[config.mk]
export PLATFORM = sky130hd
export DESIGN_NAME = v850_seq_ctrl
export DESIGN_NICKNAME = d
export VERILOG_FILES = /design/src/rtl/v850_seq_ctrl.sv
export SDC_FILE = /design/constraint.sdc
export NUM_CORES = 1
export LEC_CHECK = 0
export BUFFER_PORTS_ARGS = -buffer_cell sky130_fd_sc_hd__buf_2
export CAP_MARGIN = 20
export CORE_UTILIZATION = 53
export DETAILED_ROUTE_END_ITERATION = 16
export GPL_TIMING_DRIVEN = 0
export PLACE_DENSITY = 0.91
export SLEW_MARGIN = 20
export SYNTH_ARGS = -nofsm -noshare
export SYNTH_HDL_FRONTEND = slang
export SYNTH_SLANG_ARGS = --single-unit
[constraint.sdc]
create_clock -name clk -period 14.9 [get_ports clk]
set_input_delay 2.98 -clock clk [delete_from_list [all_inputs] [get_ports clk]]
set_output_delay 2.98 -clock clk [all_outputs]
set_load 0.03 [all_outputs]
[src/rtl/v850_seq_ctrl.sv]
// Multi-cycle V850 instruction sequencer: owns the PC and walks each instruction
// through FETCH/DECODE/EXEC/MEM/WB, applying branches and EI-level exceptions.
module v850_seq_ctrl #(
  parameter logic [31:0] RESET_PC = 32'h0000_0000,
  parameter int          CNT_W    = 32
) (
  input  logic             clk,
  input  logic             rst,
  output logic             imem_req,
  output logic [31:0]      imem_addr,
  input  logic             imem_ack,
  input  logic [31:0]      imem_rdata,
  output logic             dec_valid,
  output logic [31:0]      inst_o,
  input  logic             dec_len32,
  input  logic             dec_mem,
  output logic             ex_en,
  input  logic             br_taken,
  input  logic [31:0]      br_target,
  output logic             mem_en,
  input  logic             mem_done,
  output logic             wb_en,
  input  logic             exc_req,
  input  logic [31:0]      exc_vector,
  output logic             exc_ack,
  output logic [31:0]      eipc_o,
  output logic [31:0]      pc,
  output logic [CNT_W-1:0] instret
);

  typedef enum logic [2:0] {
    S_FETCH  = 3'd0,
    S_DECODE = 3'd1,
    S_EXEC   = 3'd2,
    S_MEM    = 3'd3,
    S_WB     = 3'd4
  } state_t;

  state_t      state;
  logic        len32_q;
  logic        mem_q;
  logic [31:0] next_pc;

  // The PC space is 26 bits wide: bit 25 sign-extends into the top bits and bit 0 is always clear.
  function automatic logic [31:0] canon(input logic [31:0] x);
    return {{6{x[25]}}, x[25:1], 1'b0};
  endfunction

  assign imem_addr = pc;

  always_ff @(posedge clk or posedge rst) begin
    if (rst) begin
      state     <= S_FETCH;
      pc        <= canon(RESET_PC);
      inst_o    <= '0;
      eipc_o    <= '0;
      instret   <= '0;
      next_pc   <= '0;
      len32_q   <= 1'b0;
      mem_q     <= 1'b0;
      imem_req  <= 1'b0;
      dec_valid <= 1'b0;
      ex_en     <= 1'b0;
      mem_en    <= 1'b0;
      wb_en     <= 1'b0;
      exc_ack   <= 1'b0;
    end else begin
      exc_ack <= 1'b0;
      case (state)
        // Request is raised on entry; an ack is honoured only while the request is visible.
        S_FETCH: begin
          if (!imem_req) begin
            imem_req <= 1'b1;
          end else if (imem_ack) begin
            inst_o    <= imem_rdata;
            imem_req  <= 1'b0;
            dec_valid <= 1'b1;
            state     <= S_DECODE;
          end
        end
        S_DECODE: begin
          len32_q   <= dec_len32;
          mem_q     <= dec_mem;
          dec_valid <= 1'b0;
          ex_en     <= 1'b1;
          state     <= S_EXEC;
        end
        S_EXEC: begin
          ex_en   <= 1'b0;
          next_pc <= br_taken ? br_target : (pc + (len32_q ? 32'd4 : 32'd2));
          if (mem_q) begin
            mem_en <= 1'b1;
            state  <= S_MEM;
          end else begin
            wb_en <= 1'b1;
            state <= S_WB;
          end
        end
        S_MEM: begin
          if (mem_done) begin
            mem_en <= 1'b0;
            wb_en  <= 1'b1;
            state  <= S_WB;
          end
        end
        // Retire always completes; a pending exception only changes where the next fetch goes.
        S_WB: begin
          wb_en    <= 1'b0;
          instret  <= instret + CNT_W'(1);
          imem_req <= 1'b1;
          state    <= S_FETCH;
          if (exc_req) begin
            eipc_o  <= canon(next_pc);
            pc      <= canon(exc_vector);
            exc_ack <= 1'b1;
          end else begin
            pc <= canon(next_pc);
          end
        end
        default: begin
          state     <= S_FETCH;
          imem_req  <= 1'b0;
          dec_valid <= 1'b0;
          ex_en     <= 1'b0;
          mem_en    <= 1'b0;
          wb_en     <= 1'b0;
        end
      endcase
    end
  end

endmodule

==> flow_summary_export.csv <==
group,metric,value,unit
final_layout,area_delta_synth_final,30.5,%
final_layout,layoutNonFillerInstCount,1098,
global_routing,gr-usage-met3,0.0673,
clocking,clock_sinks,150,
sta,finalSetupViolCount,0,
pwr,p_total,2.25,mW
pwr,ir_drop,0.000155,V
job,cap_violations,0,
setup_path,start_kind,"flip-flop",
synth,yosys.cell_types.count,44,
setup_path,slowest_delay,0.70,ns
synth,async_flop_share,1.00,
synth,synth_seq_cells,150,
sta,slew_headroom,0.438,
setup_path,crit_path_cell_trace,"buf_4 > buf_2",
route,via_count,5946,
global_routing,grt_overflow,0,
final_layout,drive_gt1_frac,0.441,
route,wl_per_cell,17.6,um
clocking,htreeDepth,4,
die,rows,41,
route,drt-initial-drc-count,484,
synth,postSynthAreaPerCell,11.1,um2
placed_design,dpl_worst_slack,10.28,ns
sta,worst_pin_slew,0.843,ns
clocking,clock_latency,0.43,ns
die,num_io_pins,270,
global_routing,antenna_found_initial,2,
route,drc,0,
placed_design,dp.final_hpwl,13.7,mm
route,routed_wl,19.3,mm
synth,ys_seq_area_frac,0.530,
synth,synthCells,639,
sta,finalHoldViolCount,0,
sta,tns,0,ns
placed_design,globalplace.congestion,0.847,
clocking,clockBufferDepth,2,
route,first_pass_iters,5,
synth,synthFlopType,"dfrtp_1",
die,fp.dieH,118,um
die,core,0.0128,mm2
global_routing,met1_usage,0.355,
clocking,hold_buffers,0,
global_routing,grt_pass1_wl,31.4,mm
clocking,cts_resized,0,
clocking,cts_tree,"built",
synth,yosys_warnings,0,
sta,rsz0062_at_grt,"no",
setup_path,cp_slowest_cell,"dfrtp_1",
sta,finalClockSkew,0.00901,ns
die,dieArea,0.0138,mm2
global_routing,top_usage_layer,"met2",
setup_path,worstPathRequired,11.92,ns
sta,clock.fmax,222,MHz
final_layout,fin_util,0.721,
pwr,cellPowerDensity,243,mW/mm2
synth,syn_area,0.00709,mm2
clocking,path_clk_slew,0.07,ns
setup_path,path_class,"reg -> out",
synth,synth_edf_count,0,
sta,finalCritPeriodShare,0.302,
global_routing,grt_max_degree,82,
sta,slew_viol_final,0,
global_routing,grt_pass1_vias,6072,
route,vias_per_cell,5.42,
worst_hold_path,hold_path.class,"reg -> reg",
route,drtAntennaViolNets,0,
placed_design,place_inst,1065,
clocking,root_buffer,"clkbuf_16",
setup_path,cp.arrival,1.51,ns
final_layout,nNetsFinal,1020,
die,start_util,0.552,
setup_path,worstPathMaxFanout,18,
final_layout,final_common_cell,"buf_2",
final_layout,mostFrequentLayoutCells,"259 x buf_2, 150 x dfrtp_1, 59 x mux2_2",
pwr,power.leakage,4.50,nW
placed_design,io_buffers,251,
run_status,status,"finished, final reports clean",
sta,worst_slack,10.41,ns
clocking,cts_made_buffers,17,
global_routing,grt_use_total,0.292,
die,die_x,118,um
setup_path,cp-end-kind,"primary output",
sta,min_period,4.50,ns
clocking,cts_setup_buffers,0,
global_routing,grtUsageMet2,0.489,
==> kinds of logic (layout without fill, tap and decap cells) <==
logic type,Yosys count,in the layout,share of synthesized area
other cells,1,4,0.000529
buf+inv,83,367,0.0698
fa+ha+maj,4,4,0.00812
xor+xnor,50,50,0.0618
flops,150,150,0.530
mux,86,86,0.132
simple gates,178,178,0.131
compound gates,87,87,0.0671
==> metrics by stage <==
| stage | hold slack, ns | instance area (um2) |
|---|---|---|
| floorplan | 0.465 | 7090 |
| global placement | 0.457 | 8560 |
| detailed placement | 0.461 | 8600 |
| CTS | 0.471 | 9250 |
| global route | 0.506 | 9250 |
| finish | 0.463 | 9250 |
==> synthesized netlist by cell type (9+ instances only) <==
| cell type | number | area [um2] |
|---|---|---|
| dfrtp_1 | 150 | 3750 |
| mux2_2 | 59 | 664 |
| nor2_1 | 58 | 218 |
| a21oi_1 | 49 | 245 |
| buf_4 | 46 | 345 |
| nand2_1 | 36 | 135 |
| xnor2_1 | 29 | 254 |
| mux2i_1 | 27 | 270 |
| o21ai_0 | 21 | 105 |
| xor2_1 | 21 | 184 |
| nand3_1 | 20 | 100 |
| nand4_1 | 18 | 113 |
| clkbuf_1 | 15 | 56.3 |
| and3_1 | 13 | 81.3 |
| o22ai_1 | 9 | 56.3 |
==> final timing paths <==
check	start	end	slack (ns)	cells past startpoint
hold / removal	instret[31]	instret[31]	0.46	1
setup reg to reg	len32_q	next_pc[25]	12.09	8
min in group asynchronous	rst	inst_o[30]	2.61	2
max in group asynchronous	rst	eipc_o[17]	11.51	3
setup / recovery	imem_addr[30]	pc[28]	10.41	2
hold reg to reg	instret[31]	instret[31]	0.46	1
==> metal layers <==
layer / up-vias / wire length (um)
li1: 2729 / -
met1: 2925 / 7670
met2: 245 / 10000
met3: 45 / 1160
met4: 2 / 489
met5: - / 13
==> critical path: cells and delay by family (launching register included) <==
family / cells / cell delay [ns]
buf+inv: 2 / 0.38
flops: 1 / 0.70
==> final cells by class <==
class                      count  area, um2
tap                          172        215
fill                         935       3580
buffer                        75        464
clock inverter                13        194
sequential                   150       3750
clock buffer                  19        453
timing repair buffer         252       1280
multi-input combinational    408       2850
inverter                       8       37.5
antenna                        1       2.50
==> report_power, final <==
part	internal, mW	leakage, nW	switching [mW]	total [mW]
clock network	0.292	0.303	0.175	0.467
logic	0.387	2.38	0.674	1.06
registers	0.569	1.81	0.152	0.721
total	1.25	4.50	1.00	2.25
==> state kept, by name (all words and copies together), names as in the netlist <==
register / flops
inst_o: 32
instret: 32
eipc_o: 25
imem_addr: 25
next_pc: 25
state: 3
dec_valid: 1
ex_en: 1
exc_ack: 1
imem_req: 1
len32_q: 1
mem_en: 1
mem_q: 1
wb_en: 1
(Power assumes the default switching activity.)
